==> config.mk <==
export PLATFORM = sky130hd
export DESIGN_NAME = er_frame_scheduler
export DESIGN_NICKNAME = d
export VERILOG_FILES = /design/src/rtl/er_frame_scheduler.sv
export SDC_FILE = /design/constraint.sdc
export NUM_CORES = 1
export LEC_CHECK = 0
export CORE_MARGIN = 2
export CORE_UTILIZATION = 60
export DETAILED_ROUTE_END_ITERATION = 8
export HOLD_SLACK_MARGIN = 0.15
export PLACE_DENSITY = 0.94
export SYNTH_ARGS = -nofsm -noshare
export SYNTH_HDL_FRONTEND = slang
export SYNTH_SLANG_ARGS = --single-unit
==> constraint.sdc <==
create_clock -name clk -period 7.3 [get_ports clk]
set_input_delay 1.095 -clock clk [delete_from_list [all_inputs] [get_ports clk]]
set_output_delay 1.095 -clock clk [all_outputs]
set_load 0.05 [all_outputs]
==> src/rtl/er_frame_scheduler.sv <==
// Frame scheduler for the A+B error-reconciliation pair: launches one frame per ready
// sifted-key bank, collects finish/fail/parameter pulses, accumulates run totals.
module er_frame_scheduler #(
   parameter int FRAME_NUM         = 64,
   parameter int FRAME_ROUND_WIDTH = 6,
   parameter int LEAK_W            = 16,
   parameter int ERRCNT_W          = 16,
   parameter int TOT_W             = 24,
   parameter int TIMEOUT_CYCLES    = 2**20,
   parameter int GAP_CYCLES        = 4
) (
   input  logic                         clk,
   input  logic                         rst_n,
   input  logic                         run_start,
   input  logic [1:0]                   sifted_bank_ready,
   output logic [1:0]                   sifted_bank_release,
   output logic                         er_start_switch,
   output logic [FRAME_ROUND_WIDTH-1:0] er_frame_round,
   output logic                         er_addr_index,
   input  logic                         A_finish,
   input  logic                         B_finish,
   input  logic                         A_fail,
   input  logic                         B_fail,
   input  logic                         A_param_valid,
   input  logic [LEAK_W-1:0]            A_leaked_info,
   input  logic [ERRCNT_W-1:0]          A_error_count,
   output logic                         frame_done,
   output logic                         frame_fail,
   output logic [TOT_W-1:0]             total_leaked,
   output logic [TOT_W-1:0]             total_errors,
   output logic [FRAME_ROUND_WIDTH:0]   fail_count,
   output logic                         busy,
   output logic                         run_done,
   output logic                         timeout_err
);

   localparam int FRW    = FRAME_ROUND_WIDTH;
   localparam int FCW    = FRW + 1;
   localparam int WD_W   = $clog2(TIMEOUT_CYCLES) + 1;
   localparam int GC_W   = $clog2(GAP_CYCLES) + 1;
   localparam int MAX_IN = (LEAK_W > ERRCNT_W) ? LEAK_W : ERRCNT_W;
   localparam int SW     = ((TOT_W > MAX_IN) ? TOT_W : MAX_IN) + 1;

   localparam logic [WD_W-1:0] WD_LAST    = WD_W'(TIMEOUT_CYCLES - 1);
   localparam logic [GC_W-1:0] GAP_LAST   = GC_W'(GAP_CYCLES - 1);
   localparam logic [FCW-1:0]  FRAME_LAST = FCW'(FRAME_NUM);
   localparam logic [SW-1:0]   TOT_MAX_SW = {{(SW-TOT_W){1'b0}}, {TOT_W{1'b1}}};

   typedef enum logic [2:0] {
      S_IDLE, S_WAIT_KEY, S_RUN, S_COLLECT, S_GAP, S_DONE, S_ABORT
   } state_t;

   state_t              state_reg, state_next;
   logic [FCW-1:0]      frame_reg, frame_next;
   logic                ptr_reg, ptr_next;
   logic [WD_W-1:0]     wd_reg, wd_next;
   logic [GC_W-1:0]     gap_reg, gap_next;
   logic                a_fin_reg, a_fin_next;
   logic                b_fin_reg, b_fin_next;
   logic                fail_reg, fail_next;
   logic                pv_reg, pv_next;
   logic [LEAK_W-1:0]   leak_reg, leak_next;
   logic [ERRCNT_W-1:0] errcnt_reg, errcnt_next;
   logic                start_switch_reg, start_switch_next;
   logic [FRW-1:0]      frame_round_reg, frame_round_next;
   logic                addr_index_reg, addr_index_next;
   logic                frame_done_reg, frame_done_next;
   logic                frame_fail_reg, frame_fail_next;
   logic [1:0]          release_reg, release_next;
   logic [TOT_W-1:0]    total_leaked_reg, total_leaked_next;
   logic [TOT_W-1:0]    total_errors_reg, total_errors_next;
   logic [FCW-1:0]      fail_count_reg, fail_count_next;
   logic                busy_reg, busy_next;
   logic                run_done_reg, run_done_next;
   logic                timeout_reg, timeout_next;
   logic                close_fire;

   logic                a_fin_now, b_fin_now, fail_now, pv_take, wd_expired;
   logic [WD_W-1:0]     wd_step;
   logic [LEAK_W-1:0]   leak_eff;
   logic [ERRCNT_W-1:0] err_eff;
   logic [SW-1:0]       leak_sum, err_sum;
   logic [TOT_W-1:0]    leak_sat, err_sat;

   // Sticky flags see the current-cycle pulse too, so same-cycle arrivals are not lost.
   assign a_fin_now  = a_fin_reg | A_finish;
   assign b_fin_now  = b_fin_reg | B_finish;
   assign fail_now   = fail_reg | (A_finish & A_fail) | (B_finish & B_fail);
   assign pv_take    = A_param_valid & ~pv_reg;
   assign wd_expired = (wd_reg == WD_LAST);
   assign wd_step    = wd_expired ? wd_reg : wd_reg + 1'b1;

   // A parameter pulse arriving in the closing cycle is used directly.
   assign leak_eff = pv_reg ? leak_reg   : A_leaked_info;
   assign err_eff  = pv_reg ? errcnt_reg : A_error_count;
   assign leak_sum = {{(SW-TOT_W){1'b0}}, total_leaked_reg} + {{(SW-LEAK_W){1'b0}}, leak_eff};
   assign err_sum  = {{(SW-TOT_W){1'b0}}, total_errors_reg} + {{(SW-ERRCNT_W){1'b0}}, err_eff};
   assign leak_sat = (leak_sum > TOT_MAX_SW) ? {TOT_W{1'b1}} : leak_sum[TOT_W-1:0];
   assign err_sat  = (err_sum  > TOT_MAX_SW) ? {TOT_W{1'b1}} : err_sum[TOT_W-1:0];

   genvar gi;
   generate
      for (gi = 0; gi < 2; gi++) begin : g_release
         assign release_next[gi] = close_fire && (ptr_reg == 1'(gi));
      end
   endgenerate

   always_comb begin
      state_next        = state_reg;
      frame_next        = frame_reg;
      ptr_next          = ptr_reg;
      wd_next           = wd_reg;
      gap_next          = gap_reg;
      a_fin_next        = a_fin_reg;
      b_fin_next        = b_fin_reg;
      fail_next         = fail_reg;
      pv_next           = pv_reg;
      leak_next         = leak_reg;
      errcnt_next       = errcnt_reg;
      start_switch_next = start_switch_reg;
      frame_round_next  = frame_round_reg;
      addr_index_next   = addr_index_reg;
      frame_done_next   = 1'b0;
      frame_fail_next   = 1'b0;
      run_done_next     = 1'b0;
      close_fire        = 1'b0;
      total_leaked_next = total_leaked_reg;
      total_errors_next = total_errors_reg;
      fail_count_next   = fail_count_reg;
      busy_next         = busy_reg;
      timeout_next      = timeout_reg;

      case (state_reg)
         S_IDLE: begin
            if (run_start) begin
               total_leaked_next = '0;
               total_errors_next = '0;
               fail_count_next   = '0;
               timeout_next      = 1'b0;
               frame_next        = '0;
               ptr_next          = 1'b0;
               busy_next         = 1'b1;
               a_fin_next        = 1'b0;
               b_fin_next        = 1'b0;
               fail_next         = 1'b0;
               pv_next           = 1'b0;
               state_next        = S_WAIT_KEY;
            end
         end
         S_WAIT_KEY: begin
            if (sifted_bank_ready[ptr_reg]) begin
               addr_index_next   = ptr_reg;
               frame_round_next  = frame_reg[FRW-1:0];
               start_switch_next = 1'b1;
               wd_next           = '0;
               state_next        = S_RUN;
            end
         end
         S_RUN: begin
            a_fin_next = a_fin_now;
            b_fin_next = b_fin_now;
            fail_next  = fail_now;
            if (pv_take) begin
               pv_next     = 1'b1;
               leak_next   = A_leaked_info;
               errcnt_next = A_error_count;
            end
            if (a_fin_now && b_fin_now) begin
               wd_next    = wd_step;
               state_next = S_COLLECT;
            end else if (wd_expired) begin
               start_switch_next = 1'b0;
               timeout_next      = 1'b1;
               busy_next         = 1'b0;
               state_next        = S_ABORT;
            end else begin
               wd_next = wd_step;
            end
         end
         S_COLLECT: begin
            if (pv_reg || A_param_valid) begin
               start_switch_next = 1'b0;
               total_leaked_next = leak_sat;
               if (fail_reg) fail_count_next   = fail_count_reg + 1'b1;
               else          total_errors_next = err_sat;
               frame_done_next = 1'b1;
               frame_fail_next = fail_reg;
               close_fire      = 1'b1;
               ptr_next        = ~ptr_reg;
               a_fin_next      = 1'b0;
               b_fin_next      = 1'b0;
               fail_next       = 1'b0;
               pv_next         = 1'b0;
               frame_next      = frame_reg + 1'b1;
               gap_next        = '0;
               state_next      = S_GAP;
            end else if (wd_expired) begin
               start_switch_next = 1'b0;
               timeout_next      = 1'b1;
               busy_next         = 1'b0;
               state_next        = S_ABORT;
            end else begin
               wd_next = wd_step;
            end
         end
         S_GAP: begin
            if (gap_reg == GAP_LAST) begin
               state_next = (frame_reg == FRAME_LAST) ? S_DONE : S_WAIT_KEY;
            end else begin
               gap_next = gap_reg + 1'b1;
            end
         end
         S_DONE: begin
            run_done_next = 1'b1;
            busy_next     = 1'b0;
            state_next    = S_IDLE;
         end
         S_ABORT: begin
            a_fin_next = 1'b0;
            b_fin_next = 1'b0;
            fail_next  = 1'b0;
            pv_next    = 1'b0;
            state_next = S_IDLE;
         end
         default: state_next = S_IDLE;
      endcase
   end

   always_ff @(posedge clk or negedge rst_n) begin
      if (!rst_n) begin
         state_reg        <= S_IDLE;
         frame_reg        <= '0;
         ptr_reg          <= 1'b0;
         wd_reg           <= '0;
         gap_reg          <= '0;
         a_fin_reg        <= 1'b0;
         b_fin_reg        <= 1'b0;
         fail_reg         <= 1'b0;
         pv_reg           <= 1'b0;
         leak_reg         <= '0;
         errcnt_reg       <= '0;
         start_switch_reg <= 1'b0;
         frame_round_reg  <= '0;
         addr_index_reg   <= 1'b0;
         frame_done_reg   <= 1'b0;
         frame_fail_reg   <= 1'b0;
         release_reg      <= '0;
         total_leaked_reg <= '0;
         total_errors_reg <= '0;
         fail_count_reg   <= '0;
         busy_reg         <= 1'b0;
         run_done_reg     <= 1'b0;
         timeout_reg      <= 1'b0;
      end else begin
         state_reg        <= state_next;
         frame_reg        <= frame_next;
         ptr_reg          <= ptr_next;
         wd_reg           <= wd_next;
         gap_reg          <= gap_next;
         a_fin_reg        <= a_fin_next;
         b_fin_reg        <= b_fin_next;
         fail_reg         <= fail_next;
         pv_reg           <= pv_next;
         leak_reg         <= leak_next;
         errcnt_reg       <= errcnt_next;
         start_switch_reg <= start_switch_next;
         frame_round_reg  <= frame_round_next;
         addr_index_reg   <= addr_index_next;
         frame_done_reg   <= frame_done_next;
         frame_fail_reg   <= frame_fail_next;
         release_reg      <= release_next;
         total_leaked_reg <= total_leaked_next;
         total_errors_reg <= total_errors_next;
         fail_count_reg   <= fail_count_next;
         busy_reg         <= busy_next;
         run_done_reg     <= run_done_next;
         timeout_reg      <= timeout_next;
      end
   end

   assign sifted_bank_release = release_reg;
   assign er_start_switch     = start_switch_reg;
   assign er_frame_round      = frame_round_reg;
   assign er_addr_index       = addr_index_reg;
   assign frame_done          = frame_done_reg;
   assign frame_fail          = frame_fail_reg;
   assign total_leaked        = total_leaked_reg;
   assign total_errors        = total_errors_reg;
   assign fail_count          = fail_count_reg;
   assign busy                = busy_reg;
   assign run_done            = run_done_reg;
   assign timeout_err         = timeout_reg;

endmodule

==> flow_metrics.tcl, run 1 <==
set metrics [dict create \
    gr-total-overflow 0 \
    antennaDiodeCount 0 \
    portBuffers 111 \
    setup_viol 0 \
    ys_ff_latch 141 \
    row_count 42 \
    cap_viol_max_count 0 \
    grt_pass1_wl_um 33270 \
    max_freq_ghz 0.2422 \
    ios 112 \
    hold_class "reg2reg" \
    grt_pass1_vias 6893 \
    cp-end-kind "register" \
    switching_share_pct 43.13 \
    vias 6916 \
    power.internal_mw 2.351 \
    required_ns 7.61 \
    p_leak_nw 4.442 \
    post_cts_buffers 0 \
    setup_slack_ns 3.170 \
    viasPerCell 6.264 \
    grt_max_degree 78 \
    detailed_place_hpwl_um 13510 \
    synthAdderAreaFrac_pct 6.280 \
    fp.dieW_um 121.0 \
    synth_fp_nets 897 \
    finalSetupTns_ns 0 \
    crit_chain "clkdlybuf4s50_1 > o21ai_1 > inv_1 > or3_4 > nor2_4 > mux2_2" \
    cts_tree "built" \
    cts_max_level 4 \
    status "complete, no violations" \
    nNetsFinal 997 \
    cts_resized 0 \
    clockBufferDepth 2 \
    wire_per_inst_um 18.29 \
    slowest_stage "or3_4" \
    die_y_um 121.0 \
    cts_root_buf "clkbuf_16" \
    synthArstFlopShare_pct 100.0 \
    cts_hold_buf 0 \
    syn_area_per_cell_um2 10.07 \
    synth_top_family_by_area "compound AO/OA/AOI/OAI gates" \
    period_needed_ns 4.130 \
    worst_setup_path_start_kind "primary input" \
    drt-initial-drc-count 558 \
    start_util_pct 61.74 \
    hold_violations 0 \
    synthCells 815 \
    maxSlewHeadroom_pct 35.38 \
    core_mm2 0.01330 \
    drtAntennaViolNets 0 \
    firstDrtPassIters 5 \
    fin_util_pct 75.18 \
    fillers 885 \
    arrival_ns 4.44 \
    synth_cell_types 76 \
    syn_to_final_growth_pct 21.78 \
    syn_area_mm2 0.008208 \
    ir_drop_v 0.0003294 \
    post-place-ws_ns 2.820 \
    synthMuxAreaShare_pct 9.954 \
    ys_warn_count 0 \
    synth_compound_area_share_pct 16.77 \
    clk_pin_slew_ns 0.06 \
    whs_ns 0.4841 \
    drc 0 \
    antenna_found_initial 0 \
    synth-xor-area-share_pct 5.549 \
    clock_sinks 141 \
    track_usage_pct 28.72 \
    wl_um 20200 \
    synth_simple_gate_area_share_pct 15.67 \
    gp_congestion 0.9002 \
    insertion_delay_ns 0.43 \
    worst_pin_slew_ns 0.9682 \
    path_max_fanout 32 \
    numCtsBuffers 17 \
    period_share_pct 56.57 \
    p_seq_share_pct 29.1 \
    power_frac_comb_pct 50.7 \
    seq_area_frac_synth_pct 42.99 \
    p_sw_mw 1.783 \
    die_area_mm2 0.01463 \
    finalMaxSlewViolations 0 \
    rsz0062_at_grt "false" \
    critPathMaxStageDelay_ns 0.65 \
    synth-main-ff-cell "dfrtp_1" \
    drive_gt1_share_pct 13.69 \
    pwr-share-clk_pct 20.2 \
    skew_ns 0.008410 \
    synth_edf_count 0 \
    powerDensity_mw_per_mm2 413.6 \
    crit_type "in2reg" \
]
## through the flow
step	std cells	instance area, um^2	power, mW
final	1104	9996	4.134
after global routing	1104	9996	4.376
after CTS	1104	9996	4.120
after detailed placement	1072	9428	3.252
after global placement	1072	9428	3.176
after floorplan	815	8208	2.727
## logic make-up after synthesis
logic type,after synthesis
AND/OR/NAND/NOR,257
AO/OA/AOI/OAI,197
flip-flops,141
multiplexers,73
buffers and inverters,55
XOR/XNOR,52
adder cells (fa/ha/maj),40
## area by class of cell
type | instances | area (um^2) | share of cell area (%)
Clock inverter | 12 | 121.4 | 1.214
Inverter | 19 | 71.32 | 0.7135
Tap cell | 176 | 220.2 | 2.203
Clock buffer | 20 | 446.7 | 4.469
Timing Repair Buffer | 117 | 1157 | 11.58
Sequential cell | 141 | 3528 | 35.30
Multi-Input combinational cell | 619 | 4451 | 44.52
## critical path: cells and delay by family
kind / cells / cell delay, ns
AOI/OAI and AO/OA: 1 / 0.60
and+or+nand+nor: 2 / 1.17
buffers and inverters: 2 / 1.13
muxes: 1 / 0.42
## cell usage after synthesis (all sizes together), types with 4 or more instances
| master | instances | area share (%) |
|---|---|---|
| o21a | 6 | 0.55 |
| nand4 | 12 | 0.91 |
| a21o | 18 | 1.6 |
| a31oi | 12 | 1.1 |
| xnor2 | 22 | 2.3 |
| inv | 19 | 0.87 |
| o21bai | 5 | 0.46 |
| and2 | 10 | 0.78 |
| a22o | 4 | 0.43 |
| nand3 | 37 | 2.3 |
| or3 | 5 | 0.44 |
| nor2b | 7 | 0.53 |
| a21boi | 4 | 0.37 |
| and4 | 4 | 0.43 |
| a21oi | 53 | 3.3 |
| nor2 | 74 | 3.5 |
| o21ai | 38 | 2.4 |
| nand2b | 6 | 0.49 |
| and3 | 11 | 0.84 |
| dfrtp | 141 | 43 |
| o211ai | 10 | 0.98 |
| a221o | 15 | 1.8 |
| mux2i | 4 | 0.49 |
| buf | 18 | 1.1 |
| nor3 | 16 | 1.1 |
| xor2 | 30 | 3.2 |
| ha | 38 | 5.8 |
| clkbuf | 18 | 0.82 |
| nand2 | 57 | 2.6 |
| a211oi | 7 | 0.70 |
| mux2 | 69 | 9.5 |
## power by group through the flow
stage / Sequential (mW) / Combinational, mW / Clock (mW)
finish: 1.20 / 2.10 / 0.834
CTS: 1.20 / 2.08 / 0.840
global route: 1.23 / 2.27 / 0.874
floorplan: 1.43 / 1.29 / 0
detailed placement: 1.21 / 2.04 / 0
global placement: 1.19 / 1.98 / 0
## path summary, 6_finish.rpt
check / startpoint / end / slack [ns] / cells past startpoint
setup / recovery: A_param_valid / er_frame_round[5] / 3.17 / 6
hold / removal: er_start_switch / er_start_switch / 0.48 / 1
setup reg to reg: pv_reg / total_leaked[3] / 3.41 / 12
hold reg to reg: er_start_switch / er_start_switch / 0.48 / 1
max in group asynchronous: rst_n / total_leaked[3] / 5.29 / 2
min in group asynchronous: rst_n / leak_reg[4] / 0.70 / 1
## routing by layer
layer,global-route usage (%),vias to the layer above,wire length (um)
met5,0,-,0
met2,47.82,277,9953
met3,5.968,52,1285
li1,-,3185,-
met4,12.21,0,577
met1,36.37,3402,8380
## cells in the final DEF, fill, tap and decap left out, types with 15 or more instances in the layout
cell type        Yosys  final
clkbuf_16            0     17
clkdlybuf4s50_1      0    110
a221o_1             15     15
mux2_2              69     69
xor2_1              30     30
nand2_1             57     57
a21o_1              18     18
inv_1               19     19
xnor2_1             22     22
dfrtp_1            141    141
a21oi_1             51     51
nor2_1              72     72
o21ai_0             33     33
ha_1                38     38
nand3_1             37     37
Power figures use the tool's default switching activity.
==> inputs of run 2 (changes only) <==
--- a/config.mk
+++ b/config.mk
@@ -6,10 +6,10 @@
 export NUM_CORES = 1
 export LEC_CHECK = 0
 export CORE_MARGIN = 2
-export CORE_UTILIZATION = 60
+export CORE_UTILIZATION = 50
 export DETAILED_ROUTE_END_ITERATION = 8
 export HOLD_SLACK_MARGIN = 0.15
-export PLACE_DENSITY = 0.94
+export PLACE_DENSITY = 0.85
 export SYNTH_ARGS = -nofsm -noshare
 export SYNTH_HDL_FRONTEND = slang
 export SYNTH_SLANG_ARGS = --single-unit
==> constraint.sdc (replaced) <==
create_clock -name clk -period 3.5 [get_ports clk]
set_input_delay 0.525 -clock clk [delete_from_list [all_inputs] [get_ports clk]]
set_output_delay 0.525 -clock clk [all_outputs]
set_load 0.05 [all_outputs]
==> run 2 against run 1 <==
Net effect: clock skew increased by 0.00073 ns; die area up 19%; global-route usage shrank 5.4 points; largest power group unchanged; sequential share of layout area decreased by 0.60 points; worst setup slack got worse by 2.8 ns; sequential power rose by 100%; largest cell class unchanged.
==> flow_metrics.tcl, run 2 (synthesis results as in run 1) <==
set metrics [dict create \
    ios 112 \
    drc 0 \
    rsz0062_at_grt "false" \
    period_needed_ns 3.129 \
    worst_pin_slew_ns 0.8372 \
    firstDrtPassIters 5 \
    cts_tree "built" \
    powerDensity_mw_per_mm2 850.2 \
    drive_gt1_share_pct 14.56 \
    clockBufferDepth 2 \
    max_freq_ghz 0.3196 \
    start_util_pct 51.48 \
    final_cell_area_mm2 0.01017 \
    ir_drop_v 0.0006270 \
    cp-end-kind "register" \
    die_y_um 132.1 \
    most-common-layout-cells "dfrtp_1 (141), clkdlybuf4s50_1 (110), nor2_1 (72)" \
    drtAntennaViolNets 0 \
    dpl_cell_area_mm2 0.009593 \
    grt_max_degree 55 \
    hold_depth 2 \
    portBuffers 111 \
    cap_viol_max_count 0 \
    vias 6740 \
    final_common_cell "dfrtp_1" \
    grt_pass1_vias 6719 \
    row_count 46 \
    die_area_mm2 0.01746 \
    setup_viol 0 \
    maxSlewHeadroom_pct 43.81 \
    p_leak_nw 4.520 \
    hold_class "reg2reg" \
    wl_um 19580 \
    whs_ns 0.4812 \
    wire_per_inst_um 16.93 \
    cts_root_buf "clkbuf_16" \
    core_mm2 0.01594 \
    status "complete, no violations" \
    worst_setup_path_start_kind "register" \
    fp.dieW_um 132.1 \
    clock_sinks 141 \
    gp_congestion 0.9089 \
    grt_pass1_wl_um 33380 \
    crit_type "reg2reg" \
    finalSetupTns_ns 0 \
    place_inst 1124 \
    detailed_place_hpwl_um 13840 \
    track_usage_pct 23.37 \
    insertion_delay_ns 0.42 \
    skew_ns 0.009143 \
    syn_to_final_growth_pct 23.90 \
    finalMaxSlewViolations 0 \
    hold_violations 0 \
    setup_slack_ns 0.3712 \
    finalNonFillerCells 1157 \
    gr-total-overflow 0 \
    post-place-ws_ns 0.08003 \
    nNetsFinal 1010 \
    period_share_pct 89.39 \
    path_max_fanout 30 \
    antenna_found_initial 0 \
    drt-initial-drc-count 486 \
    antennaDiodeCount 0 \
    required_ns 3.77 \
    viasPerCell 5.825 \
    numCtsBuffers 17 \
    post_cts_buffers 0 \
    reg2regPathDepth 10 \
    cts_max_level 4 \
    clk_pin_slew_ns 0.06 \
    arrival_ns 3.40 \
]
==> run 2: cell types whose count changed in the layout (fill, tap and decap cells not counted), moves of 2 or more <==
cell / previous run / this run
clkinv_2: 6 / 4
clkbuf_1: 2 / 4
buf_4: 6 / 16
clkbuf_8: 1 / 5
clkinvlp_4: 3 / 1
buf_12: 0 / 2
==> run 2: cell type report <==
cell class / count / area [um^2]
timing repair buffer: 130 / 1282
sequential: 141 / 3528
tap: 216 / 270.3
fill: 1303 / 5773
clock buffer: 26 / 509.2
inverter: 19 / 71.32
clock inverter: 6 / 57.56
multi-input combinational: 619 / 4451
==> run 2: repair_timing <==
item / in CTS / in global routing
hold buffers: 1 / 0
hold endpoints to repair: 49 / 0
endpoints found under the setup margin: 0 / 0
resized for setup: 0 / 0
==> run 2: per-stage QoR <==
stage               total power [mW]  util [%]
floorplan                      5.687         -
finish                         8.646     63.79
global placement               6.756     60.17
CTS                            8.674     63.79
global route                   9.202     63.79
detailed placement             6.883     60.17
==> run 2: power by group <==
| group | total (mW) | internal, mW | switching (mW) |
|---|---|---|---|
| Combinational | 4.46 | 1.83 | 2.64 |
| Sequential | 2.45 | 2.09 | 0.358 |
| Clock | 1.73 | 1.07 | 0.664 |
| Total | 8.65 | 4.99 | 3.66 |
==> run 2: critical path, stage by stage (launching register included) <==
cell      delay (ns)
dfrtp_1         0.39
buf_12          0.22
mux2_2          0.36
ha_1            0.33
a21o_1          0.21
a211o_1         0.29
o21bai_1        0.30
a21oi_1         0.10
and2_1          0.25
nor2_1          0.35
a21oi_1         0.16
==> run 2: metal layers <==
| metal | global-route usage (%) | vias up | wire length (um) | part of all wire, % |
|---|---|---|---|---|
| li1 | - | 3195 | - | - |
| met1 | 31.06 | 3332 | 8698 | 44 |
| met2 | 38.66 | 190 | 9519 | 49 |
| met3 | 4.691 | 23 | 1066 | 5.4 |
| met4 | 7.246 | 0 | 300 | 1.5 |
| met5 | 0 | - | 0 | 0 |
==> run 2: worst paths after layout <==
kind | slack (ns) | end | startpoint
min in group asynchronous | 0.61 | leak_reg[7] | rst_n
max in group asynchronous | 1.95 | total_errors[14] | rst_n
max reg2reg | 0.37 | total_errors[11] | pv_reg
min reg2reg | 0.48 | gap_reg[2] | gap_reg[2]
max | 0.37 | total_errors[11] | pv_reg
min | 0.48 | gap_reg[2] | gap_reg[2]
